[config.mk]
export PLATFORM = sky130hd
export DESIGN_NAME = load_store_unit
export DESIGN_NICKNAME = d
export VERILOG_FILES = /design/src/rtl/load_store_unit.sv
export SDC_FILE = /design/constraint.sdc
export NUM_CORES = 1
export LEC_CHECK = 0
export CORE_ASPECT_RATIO = 0.7
export CORE_MARGIN = 2
export CORE_UTILIZATION = 32
export DETAILED_ROUTE_END_ITERATION = 8
export SYNTH_ARGS = -nofsm -noshare
export SYNTH_HDL_FRONTEND = slang
export SYNTH_SLANG_ARGS = --single-unit
export TNS_END_PERCENT = 20
[constraint.sdc]
create_clock -name clk -period 6.5 [get_ports clk]
set_clock_uncertainty 0.15 [all_clocks]
set_input_delay 1.95 -clock clk [delete_from_list [all_inputs] [get_ports clk]]
set_output_delay 1.95 -clock clk [all_outputs]
set_load 0.1 [all_outputs]
[src/rtl/load_store_unit.sv]
// Multicycle RV32I load/store unit driving a word-addressed memory port.
// Optional LSU_MISALIGN_TRAP_EN: trap misaligned halfword/word accesses.
module load_store_unit #(
  parameter int TIMEOUT = 16,
  parameter int CNT_W   = 5
) (
  input  logic        clk,
  input  logic        reset,
  input  logic        start,
  input  logic        we,
  input  logic [2:0]  funct3,
  input  logic [31:0] addr,
  input  logic [31:0] wdata,
  output logic        busy,
  output logic        done,
  output logic [31:0] rdata,
  output logic        err,
  output logic [1:0]  err_cause,
  output logic        mem_req,
  output logic        mem_we,
  output logic [31:0] mem_addr,
  output logic [3:0]  mem_wstrb,
  output logic [31:0] mem_wdata,
  input  logic [31:0] mem_rdata,
  input  logic        mem_ready
);

  typedef enum logic [2:0] {
    S_IDLE,
    S_CHECK,
    S_REQ,
    S_DONE,
    S_ERR
  } state_t;

  localparam int TLIM = (TIMEOUT > 0) ? TIMEOUT - 1 : 0;
  localparam logic [CNT_W-1:0] CNT_LIM = CNT_W'(TLIM);
  localparam bit TMO_EN = (TIMEOUT > 0);

  state_t state;
  state_t nstate;

  logic [2:0]       f3_q;
  logic [1:0]       lo_q;
  logic [CNT_W-1:0] cnt;

  logic        ill;
  logic        mis;
  logic        tmo;
  logic        accept;
  logic        fail;
  logic        cap;
  logic [1:0]  cause_n;
  logic [3:0]  st_strb;
  logic [31:0] st_data;
  logic [7:0]  lane8;
  logic [15:0] lane16;
  logic [31:0] ld_data;

  // State register.
  always_ff @(posedge clk or posedge reset) begin
    if (reset) state <= S_IDLE;
    else       state <= nstate;
  end

  // Next state and the one-cycle action strobes.
  always_comb begin
    nstate  = state;
    accept  = 1'b0;
    fail    = 1'b0;
    cap     = 1'b0;
    cause_n = 2'b00;
    unique case (state)
      S_IDLE: begin
        if (start) begin
          accept = 1'b1;
          nstate = S_CHECK;
        end
      end
      S_CHECK: begin
        if (ill) begin
          fail    = 1'b1;
          cause_n = 2'b10;
          nstate  = S_ERR;
        end else if (mis) begin
          fail    = 1'b1;
          cause_n = 2'b01;
          nstate  = S_ERR;
        end else begin
          nstate = S_REQ;
        end
      end
      S_REQ: begin
        if (mem_ready) begin
          cap    = ~mem_we;
          nstate = S_DONE;
        end else if (tmo) begin
          fail    = 1'b1;
          cause_n = 2'b11;
          nstate  = S_ERR;
        end
      end
      S_DONE:  nstate = S_IDLE;
      S_ERR:   nstate = S_IDLE;
      default: nstate = S_IDLE;
    endcase
  end

  assign busy    = (state == S_CHECK) | (state == S_REQ);
  assign done    = (state == S_DONE) | (state == S_ERR);
  assign mem_req = (state == S_REQ);
  assign tmo     = TMO_EN & (cnt == CNT_LIM);

  // Stores: illegal beyond SB/SH/SW. Loads: 011, 110, 111 illegal.
  always_comb begin
    ill = 1'b0;
    if (mem_we) ill = f3_q[2] | (f3_q[1:0] == 2'b11);
    else        ill = (f3_q == 3'b011) | (f3_q[2:1] == 2'b11);
  end

`ifdef LSU_MISALIGN_TRAP_EN
  assign mis = ((f3_q[1:0] == 2'b01) & lo_q[0]) |
               ((f3_q[1:0] == 2'b10) & (lo_q != 2'b00));
`else
  assign mis = 1'b0;
`endif

  // Store lane strobes and replicated data, formed from the live command.
  always_comb begin
    st_strb = 4'b0000;
    st_data = wdata;
    if (we) begin
      case (funct3)
        3'b000: begin
          st_strb = 4'b0001 << addr[1:0];
          st_data = {4{wdata[7:0]}};
        end
        3'b001: begin
          st_strb = addr[1] ? 4'b1100 : 4'b0011;
          st_data = {2{wdata[15:0]}};
        end
        3'b010: begin
          st_strb = 4'b1111;
          st_data = wdata;
        end
        default: st_strb = 4'b0000;
      endcase
    end
  end

  // Load lane select and sign/zero extension of the returned word.
  always_comb begin
    case (lo_q)
      2'b00:   lane8 = mem_rdata[7:0];
      2'b01:   lane8 = mem_rdata[15:8];
      2'b10:   lane8 = mem_rdata[23:16];
      default: lane8 = mem_rdata[31:24];
    endcase
    lane16 = lo_q[1] ? mem_rdata[31:16] : mem_rdata[15:0];
    case (f3_q)
      3'b000:  ld_data = {{24{lane8[7]}}, lane8};
      3'b100:  ld_data = {24'h0, lane8};
      3'b001:  ld_data = {{16{lane16[15]}}, lane16};
      3'b101:  ld_data = {16'h0, lane16};
      default: ld_data = mem_rdata;
    endcase
  end

  // Command capture; the memory bundle stays frozen until the next start.
  always_ff @(posedge clk or posedge reset) begin
    if (reset) begin
      f3_q      <= 3'b000;
      lo_q      <= 2'b00;
      mem_we    <= 1'b0;
      mem_addr  <= 32'h0;
      mem_wstrb <= 4'b0000;
      mem_wdata <= 32'h0;
    end else if (accept) begin
      f3_q      <= funct3;
      lo_q      <= addr[1:0];
      mem_we    <= we;
      mem_addr  <= {addr[31:2], 2'b00};
      mem_wstrb <= st_strb;
      mem_wdata <= st_data;
    end
  end

  // Sticky error: cleared by an accepted start, set on entry to ERR.
  always_ff @(posedge clk or posedge reset) begin
    if (reset) begin
      err       <= 1'b0;
      err_cause <= 2'b00;
    end else if (accept) begin
      err       <= 1'b0;
      err_cause <= 2'b00;
    end else if (fail) begin
      err       <= 1'b1;
      err_cause <= cause_n;
    end
  end

  // Wait counter: zeroed in CHECK, counts REQ cycles without ready.
  always_ff @(posedge clk or posedge reset) begin
    if (reset)                         cnt <= '0;
    else if (state == S_CHECK)         cnt <= '0;
    else if (mem_req && !mem_ready)    cnt <= cnt + 1'b1;
  end

  // Load result, only updated by a completed load.
  always_ff @(posedge clk or posedge reset) begin
    if (reset)    rdata <= 32'h0;
    else if (cap) rdata <= ld_data;
  end

endmodule

======== Word-level counts from Yosys, hierarchy flattened ========
Index checks and enable logic that the tools add are counted.
cells by class
  add/sub/neg operators ................... 1
  eq/ne operators ......................... 17
  shift-type cells ........................ 1
  muxes and demuxes ....................... 32
  bitwise operators ....................... 5
  reduce and logical (&&, ||, !) cells .... 9
operator list
  kind                   count
  $pmux W32 S4           1
  $pmux W32 S2           1
  $mux W32               1
  $pmux W8 S3            1
  $mux W16               1
  $eq A3 B2 Y1 const B   4
  $mux W3                4
  $pmux W4 S3            1
  $mux W1                10
  $mux W2                5
  $mux W5                2
  $eq A3 B1 Y1 const B   3
  $eq A3 B3 Y1 const B   3
  $logic_not A3 Y1       3
  $pmux W3 S3            1
  $mux W4                2
  $eq A2 B2 Y1 const B   3
  $add A5 B1 Y5 const B  1
  $eq A5 B4 Y1 const B   1
  $or A1 B1 Y1           4
  $pmux W2 S2            1
  $reduce_bool A2 Y1     2
  $shl A1 B2 Y4 const A  1
  $ne A3 B1 Y1 const B   1
  8 further kinds        8
storage, ports and cells
  register bits ........................... 115
  input bits .............................. 104
  output and inout bits ................... 107
  word-level logic and storage cells ...... 76

======== Longest topological paths before layout ========
  depth in word-level cells ............... 7
  depth in mapped cells ................... 8
  mapped depth without buffers ............ 7

======== Worst setup path after synthesis ========
No wires, ideal clock.
  path kind ............................... flip-flop to output port
  start ................................... register state[0]
  end ..................................... output port done
  data arrival time ....................... 2121 ps
  path slack .............................. 2279 ps
  cell stages (with the launch flop) ...... 4
  path buffers ............................ 1
  cell sequence ........................... dfrtp_1 -> buf_2 -> nand2b_1 -> o22ai_1
between the ends
  word-level cells in the longest chain between the ends .. 2
  elaborated cells on any way between the ends .. 3
RTL lines
  what                                                 line  RTL
  start: declaration                                   40    state_t state;
  start signal: assignment                             63    else state <= nstate;
  $eq A3 B2 Y1 / $eq A3 B3 Y1 (equally long branches)  110   assign done = (state == S_DONE) | (state == S_ERR);
  $or A1 B1 Y1 (*)                                     110
  end: declaration                                     15    output logic done,
Mark *: on every way between the ends. The rest lies on a longest branch, timed or not.

======== Worst setup path in the final report ========
  start ................................... register state[0]
  end ..................................... output port busy
between the ends
  word-level cells in the longest chain between the ends .. 2
  elaborated cells on any way between the ends .. 3
RTL lines
  what                                                 line  RTL
  $eq A3 B1 Y1 / $eq A3 B2 Y1 (equally long branches)  109   assign busy = (state == S_CHECK) | (state == S_REQ);
  $or A1 B1 Y1 (*)                                     109
  end: declaration                                     14    output logic busy,
Marked as above.

==> results_dict.tcl <==
set metrics [dict create \
    dp_cells 1004 \
    die_h_um 114 \
    synth-adder-area-share 0.00456 \
    drive_gt1_frac 0.0820 \
    max_slew_margin 0.309 \
    postSynth.asyncResetShare 1.00 \
    chipWidth_um 161 \
    cts_buffers 17 \
    track_usage 0.187 \
    synth_top_family_by_area "simple AND/OR/NAND/NOR gates" \
    synth_simple_gate_area_share 0.235 \
    period_share 0.744 \
    synth-xor-area-share 0.00479 \
    yosysWarnings 0 \
    grt-ovfl-total 0 \
    tns_ps 0 \
    cts_tree "yes" \
    max_freq_mhz 207 \
    end_kind "output pin" \
    grt_max_degree 99 \
    portBuffers 208 \
    dieArea_um2 18200 \
    drv_slew 0 \
    cts.path.max_buffers 2 \
    diodes 0 \
    worstPathArrival_ps 2740 \
    via_count 4897 \
    areaGrowthSynthToFinish_pct 52.8 \
    ios 211 \
    cts_hold_buf 0 \
    setup_viol 0 \
    clk_latency_ps 410 \
    min_path_type "flip-flop to flip-flop" \
    final_nets 898 \
    avgSynthCellArea_um2 9.20 \
    netlist_area_um2 5490 \
    path_max_fanout 11 \
    synth_edf_count 0 \
    hold_viol 0 \
    critical_path.max_stage_delay_ps 1130 \
    fin_crit_ps 4840 \
    start_kind "flip-flop" \
    post-cts-setup-buffers 0 \
    clkSinkCount 115 \
    hold-worst-slack_ps 320 \
    grt_pass1_wl_mm 26.8 \
    synthCells 597 \
    gp_congestion 0.843 \
    synth-main-ff-cell "dfrtp_1" \
    start_util 0.324 \
    worstMarginPinSlew_ps 1030 \
    via_per_inst 4.73 \
    status "complete, no violations" \
    clock_tree.root_cell "clkbuf_16" \
    grt_pass1_vias 4993 \
    synth-compound-area-share 0.119 \
    htreeDepth 4 \
    hpwl_mm 11.9 \
    crit_type "flip-flop to output pin" \
    critPathBufInv 1 \
    slowest_stage "clkdlybuf4s50_1" \
    num_rows 40 \
    synth_cell_types 51 \
    cp_top_family "buffers and inverters" \
    ant_nets 0 \
    routedWlPerCell_um 16.0 \
    ys_ff_latch 115 \
    grt_setup_unrepaired "false" \
    drtPass1Iterations 5 \
    final_cells 1036 \
    drv_cap 0 \
    synthMuxAreaShare 0.0652 \
    routed_wl_mm 16.6 \
    fin_util 0.494 \
    ctsResizeCount 0 \
    worstPathCellList "nand2b_1, or2_2, nand2_1, clkdlybuf4s50_1" \
    drt-initial-drc-count 256 \
    drc 0 \
    required_ps 4400 \
    antenna_found_initial 0 \
    core_area_um2 17000 \
    path_clk_slew_ps 60 \
    ys_seq_area_frac 0.524 \
]
-- worst min-delay path: stages (launching register included) --
cell and delay, ps:
dfrtp_1 340, nand2_1 50, nand2_1 50
-- cell usage after synthesis, types with 2 or more instances --
cell type  instances  share of area
a21o_1            14          0.019
a21oi_1           16          0.015
a221oi_2           7          0.019
and2_1             2         0.0023
buf_2             19          0.017
buf_4              4         0.0055
buf_6              3         0.0062
clkbuf_1          13         0.0089
dfrtp_1          115           0.52
ha_1               2         0.0046
inv_1             13         0.0089
mux2_2             4         0.0082
mux2i_1           29          0.053
nand2_1          205           0.14
nand2b_1           8         0.0091
nand3_1           36          0.033
nor2_1            22          0.015
nor2b_1            2         0.0023
nor3_2             2         0.0036
o21ai_0           42          0.038
o21ai_1            3         0.0027
o31ai_1            3         0.0041
or3_1              4         0.0046
xor2_1             2         0.0032
-- per-stage QoR --
stage	area (um^2)	worst slack (ps)
after floorplan	5490	1360
after global placement	7710	2160
after detailed placement	7710	2110
after CTS	8390	1660
after global routing	8390	1560
final	8390	1660
-- final timing paths --
check | start | to | slack (ps) | depth (start not counted)
worst max-delay path | state[0] | busy | 1660 | 4
worst min-delay path | mem_addr[14] | mem_addr[14] | 320 | 2
worst max register to register | lo_q[1] | rdata[29] | 4260 | 4
worst min register to register | mem_addr[14] | mem_addr[14] | 320 | 2
max in group asynchronous | reset | mem_wdata[5] | 3080 | 3
min in group asynchronous | reset | mem_addr[6] | 1930 | 2
-- area by class of cell --
class / count / area (um^2)
Clock buffer: 19 / 443
Clock inverter: 13 / 231
Fill cell: 1562 / 8580
Inverter: 13 / 51.3
Multi-Input combinational cell: 431 / 2370
Sequential cell: 115 / 2880
Tap cell: 231 / 289
Timing Repair Buffer: 214 / 2130
-- logic make-up (layout without fill, tap and decap cells) --
kind of cell / count (synthesis) / count (layout)
mux: 34 / 34
buf+inv: 52 / 259
other cells: 1 / 2
compound gates: 97 / 97
simple gates: 293 / 293
xor+xnor: 3 / 3
fa+ha+maj: 2 / 2
flops: 115 / 115
-- per-layer routing --
metal | track usage | part of all wire | up-vias
met5 | 0 | 0 | -
li1 | - | - | 2372
met4 | 0.0583 | 0.013 | 0
met2 | 0.280 | 0.44 | 169
met1 | 0.249 | 0.47 | 2340
met3 | 0.0749 | 0.080 | 16
-- state kept, by name (all words and copies together), names as in the netlist --
register   cells
cnt            5
err            1
err_cause      2
f3_q           3
lo_q           2
mem_addr      30
mem_wdata     32
mem_we         1
mem_wstrb      4
rdata         32
state          3
-- placed cells by master, fill, tap and decap left out, types with 3 or more instances in the layout --
cell type	n
dfrtp_1	115
clkdlybuf4s50_1	208
inv_1	12
o31ai_1	3
clkinvlp_4	5
nor2_1	22
a21oi_1	16
a21o_1	14
mux2i_1	29
a221oi_2	7
o21ai_0	42
nand3_1	36
mux2_2	4
buf_4	6
nand2_1	205
clkbuf_16	17
nand2b_1	8
bufinv_16	6
or3_1	3
o21ai_1	3
Power is not shown: default switching activity piles up to over one toggle a cycle in this logic, so the estimate is an artifact.
==> RTL change: new RTL, same flow settings <==
Change the parameter `CNT_W` from 5 to 10.
--- a/src/rtl/load_store_unit.sv
+++ b/src/rtl/load_store_unit.sv
@@ -4,3 +4,3 @@
   parameter int TIMEOUT = 16,
-  parameter int CNT_W   = 5
+  parameter int CNT_W   = 10
 ) (
Behaviour: same outputs for any inputs over 10 cycles, from zero or initial values and one cycle with reset high; that may be too few to reach the edited logic, so the function may still have changed.
==> RTL change against the unedited design <==
Design area grew 0.10%. Final cell count grew 1.7%. Global-route usage grew 0.17 points. Core utilization shrank 0.38 points. Wire length grew 3.1%. Sequential cell count grew 5. Worst setup slack gained 77 ps. Die area grew 1.5%. Area after synthesis grew 1.5%.
Power is left out: the tool's default activity adds up to more than one toggle a clock period on the data nets, which glitch-free logic cannot reach.
==> RTL change: results (changes against the unedited design) <==
[status]
outcome = finished clean

[layout]
nets = 918  ; +2.2%
diodes = 0  ; unchanged
top_regs = mem_wdata: 32 flops, rdata: 32 flops, mem_addr: 30 flops
drive_gt1_frac = 0.0680  ; -0.0139

[global_routing]
grt_pass1_wl_um = 27200  ; +1.5%
track_usage = 0.189  ; +0.00167
use_met1 = 0.253  ; +0.00398
gr-usage-met3 = 0.0844  ; +0.00948
grt_pass1_vias = 5072  ; +1.6%
grt_max_degree = 99  ; unchanged
grt_antenna_before_repair = 0  ; unchanged
grt_use_met2 = 0.278  ; -0.00125

[detailed_routing]
wire_per_inst_um = 16.2  ; +1.4%
first_iter_violations = 350  ; +37%
antenna_left = 0  ; unchanged
drt-pass1-iter-count = 5  ; unchanged
dr_total_vias = 5016  ; +2.4%

[timing]
slew_headroom = 0.305  ; -0.00454

[setup_path]
slowest_stage = clkdlybuf4s50_1
reg2reg_to = rdata[10]$_DFFE_PP0P_
reg2reg_slack_ps = 4120  ; -140 ps
reg2reg_from = lo_q[1]$_DFFE_PP0P_
cp.arrival_ps = 2660  ; -80 ps
cp_max_fo = 9  ; -2
cpPeakStageDelay_ps = 1120
critPathLaunch = state[0]$_DFFE_PP0P_
rr_worst_depth = 4  ; unchanged

[yosys]
ys_warn_count = 0  ; unchanged
seq_area_frac_synth = 0.539  ; +0.0146
synthFlopType = dfrtp_1
synth.distinct_cells = 49  ; -3.9%
ys_top_cells_by_count = nand2_1, dfrtp_1, o21ai_0, nor2_1, a21oi_1
ys_top_cells_by_area = dfrtp_1, nand2_1, mux2i_1, o21ai_0, a21oi_1
postSynth.asyncResetShare = 1.00  ; unchanged

[clock_tree]
path_clk_slew_ps = 50
clk_path_buf_depth = 2  ; unchanged
cts_made_buffers = 17  ; unchanged
cts_max_level = 4  ; unchanged
cts_root_buf = clkbuf_16
clk_latency_ps = 410  ; about the same

[worst_hold_path]
hold_class = flop to flop
hp-start = mem_wdata[7]$_DFFE_PP0P_
min_path_cells = 2  ; unchanged
hold_end = mem_wdata[7]$_DFFE_PP0P_

[placed_design]
dp.final_hpwl_um = 12200  ; +2.5%
portBuffers = 208  ; unchanged
place.gp.congestion = 0.764  ; -9.5%

## RTL change: how the worst max path moves through the flow
stage / to / slack (ps) / cells after the start
final: busy / 1740 / 4
after global routing: busy / 1610 / 4
after CTS: busy / 1710 / 4
after detailed placement: busy / 2150 / 4
after global placement: busy / 2190 / 4
after floorplan: cnt[0]$_DFFE_PP0P_ / 1210 / 1
## RTL change: final cells by class
cell class	count	area (um^2)
fillers	1618	8720
flip-flops and latches	120	3000
multi-input cells	443	2350
clock buffers	26	509
clock inverters	3	40.0
well taps	231	289
inverters	15	58.8
repair buffers	216	2140
## RTL change: per-stage QoR
stage / hold WS (ps) / std cells / setup WS, ps / utilization / instance area, um^2
finish: 321 / 1054 / 1740 / 0.490 / 8400
global placement: 308 / 1025 / 2190 / 0.458 / 7850
floorplan: 342 / 616 / 1210 / - / 5580
global route: 342 / 1054 / 1610 / 0.490 / 8400
detailed placement: 316 / 1025 / 2150 / 0.458 / 7850
CTS: 330 / 1054 / 1710 / 0.490 / 8400
## RTL change: worst max-delay path: cells and delay by family, from the launching register on
kind,cells,cell delay (ps)
AND/OR/NAND/NOR,2,560
buffers and inverters,2,1200
flip-flops,1,490
## RTL change: cells by family (layout without fill, tap and decap cells)
kind of cell	after synthesis	in the layout	synth area share
buffers and inverters	53	260	0.0422
AO/OA/AOI/OAI	112	112	0.118
multiplexers	34	34	0.0646
AND/OR/NAND/NOR	286	286	0.221
XOR/XNOR	8	8	0.0126
adder cells (fa/ha/maj)	1	1	0.00224
flip-flops	120	120	0.539
other	1	2	0.000673
## RTL change: metal layers
| layer | vias up | wire length, um |
|---|---|---|
| met2 | 178 | 7390 |
| li1 | 2429 | - |
| met4 | 0 | 168 |
| met5 | - | 0 |
| met1 | 2392 | 7780 |
| met3 | 17 | 1790 |
